File: src/rtl/gauss3x3_blur.sv
// Separable 3x3 Gaussian blur ([1 2 1; 2 4 2; 1 2 1]/16, edge-clamped) from the greyscale BRAM into a
// destination BRAM in raster order. Define GAUSS_ROUND_EN for round-half-up output; default truncates.
module gauss3x3_blur #(
   parameter int WIDTH      = 128,
   parameter int HEIGHT     = 128,
   parameter int PIX_W      = 8,
   parameter int RD_LATENCY = 2
) (
   input  logic                            clk_100mhz,
   input  logic                            sys_rst,
   input  logic                            start_in,
   output logic                            busy_out,
   output logic                            done_out,
   output logic [$clog2(WIDTH*HEIGHT)-1:0] src_addr_out,
   input  logic [PIX_W-1:0]                src_data_in,
   output logic [$clog2(WIDTH*HEIGHT)-1:0] dst_addr_out,
   output logic [PIX_W-1:0]                dst_data_out,
   output logic                            dst_we_out
);

   localparam int ADDR_W = $clog2(WIDTH*HEIGHT);
   localparam int X_W    = (WIDTH  > 1) ? $clog2(WIDTH)  : 1;
   localparam int Y_W    = (HEIGHT > 1) ? $clog2(HEIGHT) : 1;
   localparam int ACC_W  = PIX_W + 4;

   localparam logic [X_W-1:0] X_MAX        = X_W'(WIDTH - 1);
   localparam logic [Y_W-1:0] Y_MAX        = Y_W'(HEIGHT - 1);
   localparam logic [3:0]     FIRST_SAMPLE = 4'(RD_LATENCY);
   localparam logic [3:0]     LAST_SAMPLE  = 4'(8 + RD_LATENCY);

   localparam logic [2:0] S_IDLE  = 3'd0;
   localparam logic [2:0] S_READ  = 3'd1;
   localparam logic [2:0] S_DRAIN = 3'd2;
   localparam logic [2:0] S_WRITE = 3'd3;
   localparam logic [2:0] S_DONE  = 3'd4;

   logic [2:0]        state;
   logic [X_W-1:0]    x;
   logic [Y_W-1:0]    y;
   logic [3:0]        cyc;
   logic [ACC_W-1:0]  acc;
   logic [ADDR_W-1:0] addr_hold;

   logic [1:0]        dx_sel, dy_sel;
   logic [X_W-1:0]    cx;
   logic [Y_W-1:0]    cy;
   logic [ADDR_W-1:0] cur_addr;
   logic [3:0]        sample_k;
   logic              sampling;
   logic [PIX_W-1:0]  pix;

   // Tap k in row-major order -> {dy_sel, dx_sel}, where 0/1/2 mean -1/0/+1.
   function automatic logic [3:0] tap_pos(input logic [3:0] k);
      case (k)
         4'd0:    tap_pos = {2'd0, 2'd0};
         4'd1:    tap_pos = {2'd0, 2'd1};
         4'd2:    tap_pos = {2'd0, 2'd2};
         4'd3:    tap_pos = {2'd1, 2'd0};
         4'd4:    tap_pos = {2'd1, 2'd1};
         4'd5:    tap_pos = {2'd1, 2'd2};
         4'd6:    tap_pos = {2'd2, 2'd0};
         4'd7:    tap_pos = {2'd2, 2'd1};
         default: tap_pos = {2'd2, 2'd2};
      endcase
   endfunction

   // Kernel weight as a left shift: centre 4, edges 2, corners 1.
   function automatic logic [1:0] tap_shift(input logic [3:0] k);
      case (k)
         4'd4:                     tap_shift = 2'd2;
         4'd1, 4'd3, 4'd5, 4'd7:   tap_shift = 2'd1;
         default:                  tap_shift = 2'd0;
      endcase
   endfunction

   // NOTE: every always_comb output gets a default first so no path can infer a latch.
   always_comb begin
      {dy_sel, dx_sel} = tap_pos(cyc);
      cx = x;
      cy = y;
      if (dx_sel == 2'd0 && x != '0)         cx = x - X_W'(1);
      else if (dx_sel == 2'd2 && x != X_MAX) cx = x + X_W'(1);
      if (dy_sel == 2'd0 && y != '0)         cy = y - Y_W'(1);
      else if (dy_sel == 2'd2 && y != Y_MAX) cy = y + Y_W'(1);
   end

   assign cur_addr = ADDR_W'(cy) * ADDR_W'(WIDTH) + ADDR_W'(cx);
   assign sample_k = cyc - FIRST_SAMPLE;
   assign sampling = (state == S_READ || state == S_DRAIN) &&
                     cyc >= FIRST_SAMPLE && cyc <= LAST_SAMPLE;

`ifdef GAUSS_ROUND_EN
   assign pix = PIX_W'((acc + ACC_W'(8)) >> 4);
`else
   assign pix = PIX_W'(acc >> 4);
`endif

   assign busy_out     = (state != S_IDLE);
   assign done_out     = (state == S_DONE);
   assign dst_we_out   = (state == S_WRITE);
   assign dst_addr_out = dst_we_out ? ADDR_W'(y) * ADDR_W'(WIDTH) + ADDR_W'(x) : '0;
   assign dst_data_out = dst_we_out ? pix : '0;
   assign src_addr_out = (state == S_READ) ? cur_addr : addr_hold;

   // NOTE: state registers use non-blocking assignments so every flop samples pre-edge values.
   always_ff @(posedge clk_100mhz or posedge sys_rst) begin
      if (sys_rst) begin
         state     <= S_IDLE;
         x         <= '0;
         y         <= '0;
         cyc       <= '0;
         acc       <= '0;
         addr_hold <= '0;
      end else begin
         case (state)
            S_IDLE: begin
               if (start_in) begin
                  state <= S_READ;
                  x     <= '0;
                  y     <= '0;
                  cyc   <= '0;
                  acc   <= '0;
               end
            end
            S_READ: begin
               addr_hold <= cur_addr;
               cyc       <= cyc + 4'd1;
               if (cyc == 4'd8) state <= S_DRAIN;
            end
            S_DRAIN: begin
               cyc <= cyc + 4'd1;
               if (cyc == LAST_SAMPLE) state <= S_WRITE;
            end
            S_WRITE: begin
               cyc <= '0;
               acc <= '0;
               if (x == X_MAX) begin
                  x <= '0;
                  if (y == Y_MAX) begin
                     state <= S_DONE;
                  end else begin
                     y     <= y + Y_W'(1);
                     state <= S_READ;
                  end
               end else begin
                  x     <= x + X_W'(1);
                  state <= S_READ;
               end
            end
            S_DONE:  state <= S_IDLE;
            default: state <= S_IDLE;
         endcase
         // Never overlaps the clear in WRITE: the last sample lands one cycle earlier.
         if (sampling) acc <= acc + (ACC_W'(src_data_in) << tap_shift(sample_k));
      end
   end

endmodule

File: config.mk
export PLATFORM = sky130hd
export DESIGN_NAME = gauss3x3_blur
export DESIGN_NICKNAME = d
export VERILOG_FILES = /design/src/rtl/gauss3x3_blur.sv
export SDC_FILE = /design/constraint.sdc
export NUM_CORES = 1
export LEC_CHECK = 0
export ABC_AREA = 0
export BUFFER_PORTS_ARGS = -buffer_cell sky130_fd_sc_hd__clkbuf_2
export CORE_ASPECT_RATIO = 0.5
export CORE_MARGIN = 2
export CORE_UTILIZATION = 42
export CTS_BUF_LIST = sky130_fd_sc_hd__clkbuf_4
export DETAILED_ROUTE_END_ITERATION = 10
export GPL_ROUTABILITY_DRIVEN = 0
export HOLD_SLACK_MARGIN = 0.12
export REMOVE_ABC_BUFFERS = 1
export SYNTH_ARGS = -nofsm -noshare
export SYNTH_HDL_FRONTEND = slang
export SYNTH_SLANG_ARGS = --single-unit
export TNS_END_PERCENT = 50
File: constraint.sdc
create_clock -name clk_100mhz -period 3.66 [get_ports clk_100mhz]
set_input_delay 0.915 -clock clk_100mhz [delete_from_list [all_inputs] [get_ports clk_100mhz]]
set_output_delay 0.915 -clock clk_100mhz [all_outputs]
set_load 0.02 [all_outputs]
==> results.sh, run 1 <==
export IMPL_die_w_um=137
export IMPL_worstPathMaxFanout=12
export IMPL_fin_ws_ps=123
export IMPL_numPortBuffers=49
export IMPL_fin_util_pct=49.3
export IMPL_drcViolationCount=0
export IMPL_io_pins=50
export IMPL_overflow=0
export IMPL_fin_skew_ps=13.7
export IMPL_hold_buffers=0
export IMPL_pre_cts_slack_ps=232
export IMPL_crit_start="y[3]"
export IMPL_period_share_pct=96.6
export IMPL_synth_top_area_share_pct=31.6
export IMPL_grt_start_max_net_pins=48
export IMPL_peakVddDrop_v=0.000124
export IMPL_via_count=3461
export IMPL_fin_hold_ws_ps=480
export IMPL_cts_max_level=2
export IMPL_yosys_warnings=0
export IMPL_yosys_area_top_type="dfrtp_1"
export IMPL_cp_data_arrival_time_ps=2620
export IMPL_p_int_w=0.000753
export IMPL_post_route_min_period_ps=3540
export IMPL_clockRootBuffer="clkbuf_4"
export IMPL_drt_pass1_iter_count=4
export IMPL_async_reset_ff_share_pct=100
export IMPL_cp_endpoint="src_addr_out[9]"
export IMPL_outcome="finished, final reports clean"
export IMPL_layout_cells_non_filler=607
export IMPL_ys_top_cells_by_area="dfrtp_1 (32%), ha_1 (8.1%), o21ai_0 (5.0%), mux2i_1 (3.8%), nand3_1 (3.6%)"
export IMPL_rr_startpoint="cyc[1]"
export IMPL_path_class="flop to output pin"
export IMPL_die_area_um2=9680
export IMPL_cp_slowest_cell="dfrtp_2"
export IMPL_path_clk_slew_ps=160
export IMPL_syn_inst=448
export IMPL_p_sw_w=0.000222
export IMPL_clock_path_buffers=2
export IMPL_area_delta_synth_final_pct=14.6
export IMPL_wl_um=9650
export IMPL_synth_most_common_cell="dfrtp_1"
export IMPL_grt_usage_pct=20.9
export IMPL_leakage_nw=1.99
export IMPL_core_um2=8650
export IMPL_r2r_cells=12
export IMPL_synthTopCellsByCount="dfrtp_1 (47), o21ai_0 (37), nor2_1 (34)"
export IMPL_crit_chain="or3_4, nor4b_4, buf_4, or2_1, o41ai_1, or3_1, clkbuf_2"
export IMPL_syn_area_um2=3720
export IMPL_synth_distinct_cells=69
export IMPL_hpwlAfterDp_um=6700
export IMPL_end_kind="output pin"
export IMPL_synth_area_per_cell_um2=8.31
export IMPL_rrSetupSlack_ps=410
export IMPL_clk_insertion_delay_late_ps=400
export IMPL_cts_buffers=5
export IMPL_worst_path_stages=7
export IMPL_finalNetCount=524
export IMPL_synth_edf_count=0
export IMPL_yosysSeqAreaShare_pct=31.6
export IMPL_power_frac_comb_pct=4.1
export IMPL_drv_slew=0
export IMPL_dp_cells=594
export IMPL_crit_buf_inv=2
export IMPL_netSwitchingFraction_pct=22.8
export IMPL_initial_utilization_pct=43.1
export IMPL_sequentialPowerShare_pct=53.3
export IMPL_grt_pass1_vias=3220
export IMPL_drtIter0Drc=274
export IMPL_finalHoldViolCount=0
export IMPL_setup_violations=0
export IMPL_cpPeakStageDelay_ps=520
export IMPL_hp_class="flop to flop"
export IMPL_drive_gt1_share_pct=20.2
export IMPL_drv_cap=0
export IMPL_seqCellArea_um2=1180
export IMPL_grt_pass1_wl_um=16100
export IMPL_rsz0062_at_grt="true"
export IMPL_synth_flop_cell="dfrtp_1"
export IMPL_rows=24
export IMPL_ant_nets=0
export IMPL_cts_tree="yes"
export IMPL_wl_per_cell_um=15.9
export IMPL_clock_sinks=47
export IMPL_max_freq_mhz=283
export IMPL_fillers=853
export IMPL_antenna_found_initial=0
export IMPL_critPathLaunchType="flop"
export IMPL_clkPwrFrac_pct=42.6
export IMPL_multiInputGateArea_um2=2430
export IMPL_worst_pin_slew_ps=1080
export IMPL_crit_required_ps=2740
export IMPL_powerDensity_nw_per_um2=228
export IMPL_die_h_um=70.6
export IMPL_via_per_inst=5.70
export IMPL_cpLargestDelayFamily="simple AND/OR/NAND/NOR gates"
export IMPL_ys_ff_latch=47
export IMPL_slew_headroom_pct=28.2
export IMPL_reg2reg_to="acc[7]"
[how the worst min path moves through the flow]
stage,startpoint,to,slack [ps],depth (start not counted)
6_report,acc[11],acc[11],480,1
5_1_grt,addr_hold[11],addr_hold[11],520,2
4_1_cts,acc[11],acc[11],490,1
3_5_place_dp,acc[11],acc[11],460,1
3_3_place_gp,addr_hold[12],addr_hold[12],460,2
2_1_floorplan,acc[11],acc[11],440,1
[through the flow]
stage / instance area (um^2) / total power, W / TNS [ps]
finish: 4270 / 0.000975 / 0
global route: 4270 / 0.00101 / -66.2
CTS: 4200 / 0.000987 / 0
detailed placement: 4060 / 0.000570 / 0
global placement: 4060 / 0.000569 / 0
floorplan: 3610 / 0.000554 / 0
[per-layer routing]
layer	up-vias	GRT usage (%)	part of all wire, %
met1	1655	31.9	52
met2	76	30.7	43
li1	1720	-	-
met5	-	0	0
met4	0	4.81	1.1
met3	10	3.51	4.2
[power by group through the flow]
stage	sequential (W)	combinational [W]	clock, W
2_1_floorplan	0.000529	0.0000245	0
3_3_place_gp	0.000529	0.0000403	0
3_5_place_dp	0.000529	0.0000408	0
4_1_cts	0.000520	0.0000410	0.000426
5_1_grt	0.000520	0.0000455	0.000449
6_report	0.000519	0.0000399	0.000415
[final cells by class]
type	instances	area share, %
Multi-Input combinational cell	356	57.0
Tap cell	117	3.43
Clock inverter	2	1.41
Sequential cell	47	27.7
Antenna cell	1	0.0586
Timing Repair Buffer	60	7.74
Inverter	18	1.58
Clock buffer	6	1.06
[logic make-up after synthesis]
family | after synthesis | synth area share [%]
fa+ha+maj | 25 | 8.60
flops | 47 | 31.6
buf+inv | 45 | 4.84
simple gates | 181 | 26.7
xor+xnor | 12 | 2.82
mux | 14 | 3.76
compound gates | 124 | 21.6
[layout by cell type (no fill, tap or decap), drive strengths merged, types with 3 or more instances in the layout]
cell type	synthesis	layout
a21o	6	6
a21oi	22	22
a31oi	9	9
and2	20	20
and3	11	11
buf	9	14
clkbuf	18	52
dfrtp	47	47
ha	24	24
inv	18	18
mux2i	14	14
nand2	26	26
nand2b	9	9
nand3	27	27
nand4	5	5
nor2	34	34
nor2b	3	3
nor3	20	20
nor3b	5	5
nor4	3	3
nor4b	4	4
o21a	8	8
o21ai	37	37
o31ai	17	17
or2	3	3
or3	5	5
xnor2	7	7
xor2	5	5
[what timing repair did]
action | in CTS | in global routing
setup buffers | 1 | 3
gates cloned | 0 | 0
resized for setup | 7 | 16
setup endpoints to repair | 4 | 12
pin swaps | 1 | 3
endpoints found under the hold margin | 0 | 0
[sequential cells by signal, indices dropped and copies added, names as in the netlist]
signal	cells
acc	12
addr_hold	14
cyc	4
state	3
x	7
y	7
Power figures use the tool's default switching activity.
==> run 2, diff against run 1 <==
- CORE_ASPECT_RATIO: 0.5 -> 2
==> run 2 against run 1 <==
Compared with the run above:
- clock power decreased by 39%
- combinational power is 1% lower
- utilization is 0.93 points lower
- sequential cell count stayed put
==> results.sh, run 2 (synthesis gave the netlist of run 1 again) <==
export IMPL_io_pins=50
export IMPL_fin_skew_ps=15.4
export IMPL_clock_sinks=47
export IMPL_finalNetCount=523
export IMPL_layout_cells_non_filler=589
export IMPL_drv_slew=0
export IMPL_die_area_um2=9680
export IMPL_grt_pass1_wl_um=16600
export IMPL_fillers=889
export IMPL_wl_per_cell_um=17.2
export IMPL_rrSetupSlack_ps=330
export IMPL_overflow=0
export IMPL_drive_gt1_share_pct=19.5
export IMPL_tns_ps=0
export IMPL_die_h_um=137
export IMPL_layout_common_cells="clkbuf_2 (47), dfrtp_1 (43), o21ai_0 (37)"
export IMPL_end_kind="output pin"
export IMPL_rr_startpoint="cyc[1]"
export IMPL_post_route_min_period_ps=3570
export IMPL_die_w_um=70.6
export IMPL_ant_nets=0
export IMPL_cts_buffers=5
export IMPL_leakage_nw=1.95
export IMPL_min_from="acc[11]"
export IMPL_fin_ws_ps=92.1
export IMPL_clk_insertion_delay_late_ps=380
export IMPL_core_um2=8650
export IMPL_hold_buffers=0
export IMPL_cp_data_arrival_time_ps=2650
export IMPL_min_to="acc[11]"
export IMPL_peakVddDrop_v=0.000119
export IMPL_slew_headroom_pct=30.7
export IMPL_rsz0062_at_grt="true"
export IMPL_setup_violations=0
export IMPL_drcViolationCount=0
export IMPL_path_clk_slew_ps=130
export IMPL_hpwlAfterDp_um=7370
export IMPL_dp_cells=578
export IMPL_grt_pass1_vias=3403
export IMPL_worstPathMaxFanout=8
export IMPL_worst_pin_slew_ps=1040
export IMPL_via_count=3527
export IMPL_reg2reg_to="acc[8]"
export IMPL_pre_cts_slack_ps=216
export IMPL_cts_max_level=2
export IMPL_area_delta_synth_final_pct=12.5
export IMPL_drtIter0Drc=279
export IMPL_via_per_inst=5.99
export IMPL_holdPathStages=1
export IMPL_grt_start_max_net_pins=48
export IMPL_period_share_pct=97.5
export IMPL_numPortBuffers=49
export IMPL_initial_utilization_pct=43.1
export IMPL_drv_cap=0
export IMPL_largest_reg_flops=14
export IMPL_rows=48
export IMPL_critPathLaunchType="flop"
export IMPL_finalHoldViolCount=0
export IMPL_powerDensity_nw_per_um2=194
export IMPL_antenna_found_initial=1
export IMPL_outcome="finished, final reports clean"
export IMPL_drt_pass1_iter_count=5
export IMPL_cts_tree="yes"
export IMPL_largest_register="addr_hold"
export IMPL_crit_required_ps=2740
export IMPL_hp_class="flop to flop"
export IMPL_path_class="flop to output pin"
export IMPL_top_regs="addr_hold x14, acc x12"
export IMPL_final_common_cell="clkbuf_2"
export IMPL_max_freq_mhz=280
export IMPL_grt_usage_pct=21.5
export IMPL_clockRootBuffer="clkbuf_4"
export IMPL_r2r_cells=12
export IMPL_clock_path_buffers=2
export IMPL_wl_um=10100
-- run 2: area by class of cell --
| cell class | count | area (um^2) | share of cell area [%] |
|---|---|---|---|
| timing repair buffer | 59 | 320 | 7.65 |
| inverter | 18 | 67.6 | 1.61 |
| multi-input combinational | 356 | 2440 | 58.2 |
| tap | 100 | 125 | 2.99 |
| sequential | 47 | 1180 | 28.2 |
| clock inverter | 2 | 7.51 | 0.179 |
| antenna | 1 | 2.50 | 0.0598 |
| clock buffer | 6 | 45.0 | 1.08 |
-- run 2: stage by stage --
| step | util, % | total power (W) | hold WS, ps | instance area, um^2 |
|---|---|---|---|---|
| after floorplan | - | 0.000554 | 437 | 3610 |
| after global placement | 46.7 | 0.000569 | 459 | 4040 |
| after detailed placement | 46.7 | 0.000570 | 468 | 4040 |
| after CTS | 47.6 | 0.000824 | 486 | 4110 |
| after global routing | 48.4 | 0.000840 | 508 | 4190 |
| final | 48.4 | 0.000812 | 481 | 4190 |
-- run 2: repair_timing --
item | 4_1_cts | 5_1_grt
gates cloned | 0 | 0
hold endpoints to repair | 0 | 0
pin swaps | 2 | 2
resized for setup | 4 | 18
buffers inserted | 1 | 1
setup endpoints to repair | 4 | 12
-- run 2: worst max-delay path by stage --
stage / start / end / slack, ps / cells after the start
2_1_floorplan: cyc[2] / src_addr_out[11] / 470 / 6
3_5_place_dp: cyc[1] / acc[8] / 220 / 12
4_1_cts: cyc[1] / src_addr_out[6] / 10 / 8
5_1_grt: cyc[1] / src_addr_out[6] / -30 / 8
6_report: cyc[1] / src_addr_out[1] / 90 / 7
3_3_place_gp: cyc[1] / acc[8] / 310 / 12
-- run 2: layer usage --
metal / vias up / wire, um / share of wire, % / GRT usage, %
li1: 1718 / - / - / -
met3: 24 / 426 / 4.2 / 3.24
met4: 0 / 343 / 3.4 / 10.4
met2: 122 / 5460 / 54 / 40.7
met5: - / 0 / 0 / 0
met1: 1663 / 3910 / 39 / 22.7
-- run 2: where the power goes --
group          switching, W  internal, W  total [W]
sequential                0     0.000519   0.000519
combinational     0.0000268    0.0000128  0.0000395
clock              0.000174    0.0000789   0.000253
-- run 2: worst max-delay path, cell delays in order, from the launching register on --
cell and delay [ps]:
dfrtp_2 480, inv_1 150, ha_2 330, a311oi_4 390, nor2_1 170, a211o_1 330
a31oi_1 220, clkbuf_2 200
==> run 3, diff against run 2 <==
--- a/config.mk
+++ b/config.mk
@@ -10,3 +10,2 @@
 export CORE_ASPECT_RATIO = 2
-export CORE_MARGIN = 2
 export CORE_UTILIZATION = 42
==> constraint.sdc (replaced) <==
create_clock -name clk_100mhz -period 3.66 [get_ports clk_100mhz]
set_input_delay 0.183 -clock clk_100mhz [delete_from_list [all_inputs] [get_ports clk_100mhz]]
set_output_delay 0.183 -clock clk_100mhz [all_outputs]
set_load 0.02 [all_outputs]
==> run 3 against run 2 <==
Compared with the run above:
- worst hold slack worse by 120 ps
- sequential power is essentially flat
- setup slack gained 230 ps
- non-clock buffer count is 5 lower
- combinational power increased by 5.6%
- clock power rose by 60%
- cell count shrank 0.85%
- utilization shrank 0.23 points
- sequential cell count did not move
- sequential share of layout area up 0.21 points
- critical endpoint is now acc[7]
==> results.sh, run 3 (synthesis gave the netlist of run 1 again) <==
export IMPL_outcome="finished, final reports clean"
export IMPL_grt_start_max_net_pins=48
export IMPL_netSwitchingFraction_pct=22.0
export IMPL_sequentialPowerShare_pct=53.7
export IMPL_clock_sinks=47
export IMPL_wl_um=10000
export IMPL_hpwlAfterDp_um=7270
export IMPL_finalHoldViolCount=0
export IMPL_drcViolationCount=0
export IMPL_post_route_min_period_ps=3330
export IMPL_tns_ps=0
export IMPL_crit_chain="inv_1, ha_1, xnor2_1, o21a_2, mux2i_1, mux2i_1, ha_1, a21o_1, a31oi_2, a21oi_1, o21a_1, o31ai_1"
export IMPL_io_pins=50
export IMPL_overflow=0
export IMPL_p_int_w=0.000754
export IMPL_final_common_cell="clkbuf_2"
export IMPL_largest_register="addr_hold"
export IMPL_postPlaceCellArea_um2=4000
export IMPL_wl_per_cell_um=17.1
export IMPL_drive_gt1_share_pct=15.7
export IMPL_fin_area_um2=4140
export IMPL_cp_data_arrival_time_ps=3630
export IMPL_cts_max_level=2
export IMPL_via_per_inst=5.85
export IMPL_slew_headroom_pct=28.9
export IMPL_drt_pass1_iter_count=4
export IMPL_end_kind="flop"
export IMPL_cts_setup_buffers=0
export IMPL_power_frac_comb_pct=4.3
export IMPL_numPortBuffers=49
export IMPL_fin_skew_ps=13.7
export IMPL_largest_reg_flops=14
export IMPL_die_area_um2=9270
export IMPL_powerDensity_nw_per_um2=234
export IMPL_cp_slowest_cell="dfrtp_1"
export IMPL_crit_buf_inv=1
export IMPL_clkPwrFrac_pct=41.9
export IMPL_rows=48
export IMPL_layout_common_cells="clkbuf_2 (49), dfrtp_1 (47), o21ai_0 (37)"
export IMPL_period_share_pct=91.1
export IMPL_worstPathMaxFanout=9
export IMPL_cts_buffers=5
export IMPL_drtIter0Drc=218
export IMPL_leakage_nw=1.94
export IMPL_via_count=3418
export IMPL_drv_slew=0
export IMPL_clockRootBuffer="clkbuf_4"
export IMPL_pre_cts_slack_ps=182
export IMPL_core_um2=8590
export IMPL_grt_usage_pct=23.7
export IMPL_die_w_um=68.6
export IMPL_clock_path_buffers=2
export IMPL_peakVddDrop_v=0.000165
export IMPL_top_regs="addr_hold x14, acc x12"
export IMPL_path_class="flop to flop"
export IMPL_critPathLaunchType="flop"
export IMPL_p_sw_w=0.000212
export IMPL_cts_tree="yes"
export IMPL_grt_pass1_wl_um=16400
export IMPL_antenna_found_initial=1
export IMPL_fin_ws_ps=327
export IMPL_worst_pin_slew_ps=1070
export IMPL_initial_utilization_pct=43.4
export IMPL_grt_pass1_vias=3338
export IMPL_clk_insertion_delay_late_ps=380
export IMPL_crit_required_ps=3960
export IMPL_hp_class="input pin to flop"
export IMPL_die_h_um=135
export IMPL_path_clk_slew_ps=140
export IMPL_rsz0062_at_grt="false"
export IMPL_cpLargestDelayFamily="compound AO/OA/AOI/OAI gates"
export IMPL_setup_violations=0
export IMPL_finalNetCount=518
export IMPL_area_delta_synth_final_pct=11.2
export IMPL_ant_nets=0
export IMPL_drv_cap=0
export IMPL_max_freq_mhz=300
export IMPL_cpPeakStageDelay_ps=500
export IMPL_rrSetupSlack_ps=330
-- run 3: final timing paths --
check                           cells past startpoint           start  endpoint
worst min-delay path                                5  src_data_in[0]    acc[0]
worst min register to register                      1         acc[11]   acc[11]
max in group asynchronous                           3         sys_rst  state[2]
worst max-delay path                               12          cyc[1]    acc[7]
min in group asynchronous                           3         sys_rst      x[3]
worst max register to register                     12          cyc[1]    acc[7]
-- run 3: layout make-up --
cell class,instances,area [um^2]
flip-flops and latches,47,1180
diodes,1,2.50
fillers,875,4450
clock buffers,6,45.0
well taps,100,125
clock inverters,2,60.1
repair buffers,54,288
inverters,18,67.6
multi-input cells,356,2370
-- run 3: timing repair --
| action | in CTS | in global routing |
|---|---|---|
| gates resized for setup | 0 | 2 |
| endpoints found under the hold margin | 48 | 0 |
| hold buffers | 2 | 0 |
| endpoints found under the setup margin | 0 | 6 |
-- run 3: worst reg2reg max path, delay by kind of cell (launching register included) --
family	cells	cell delay, ps
AOI/OAI and AO/OA	6	1390
DFF	1	500
buffers and inverters	1	150
muxes	2	400
xor gates and xnor gates	1	230
adders and majority gates	2	590
-- run 3: power by group through the flow --
stage	Combinational, W	Sequential, W	Clock [W]
after floorplan	0.0000245	0.000529	0
after global placement	0.0000395	0.000529	0
after detailed placement	0.0000407	0.000529	0
after CTS	0.0000424	0.000520	0.000424
after global routing	0.0000484	0.000520	0.000437
final	0.0000417	0.000519	0.000405
-- run 3: metrics by stage --
step | utilization [%] | power, W | cells | hold slack (ps)
floorplan | - | 0.000554 | 421 | 269
detailed placement | 46.6 | 0.000570 | 573 | 467
finish | 48.2 | 0.000966 | 584 | 365
global placement | 46.6 | 0.000569 | 573 | 457
global route | 48.2 | 0.00100 | 584 | 415
CTS | 48.1 | 0.000986 | 583 | 344
-- run 3: layer usage --
metal / vias to the layer above / routed length [um] / global-route usage [%]
li1: 1703 / - / -
met1: 1612 / 4080 / 26.4
met2: 79 / 5280 / 41.7
met3: 24 / 256 / 2.78
met4: 0 / 400 / 12.8
met5: - / 0 / 0
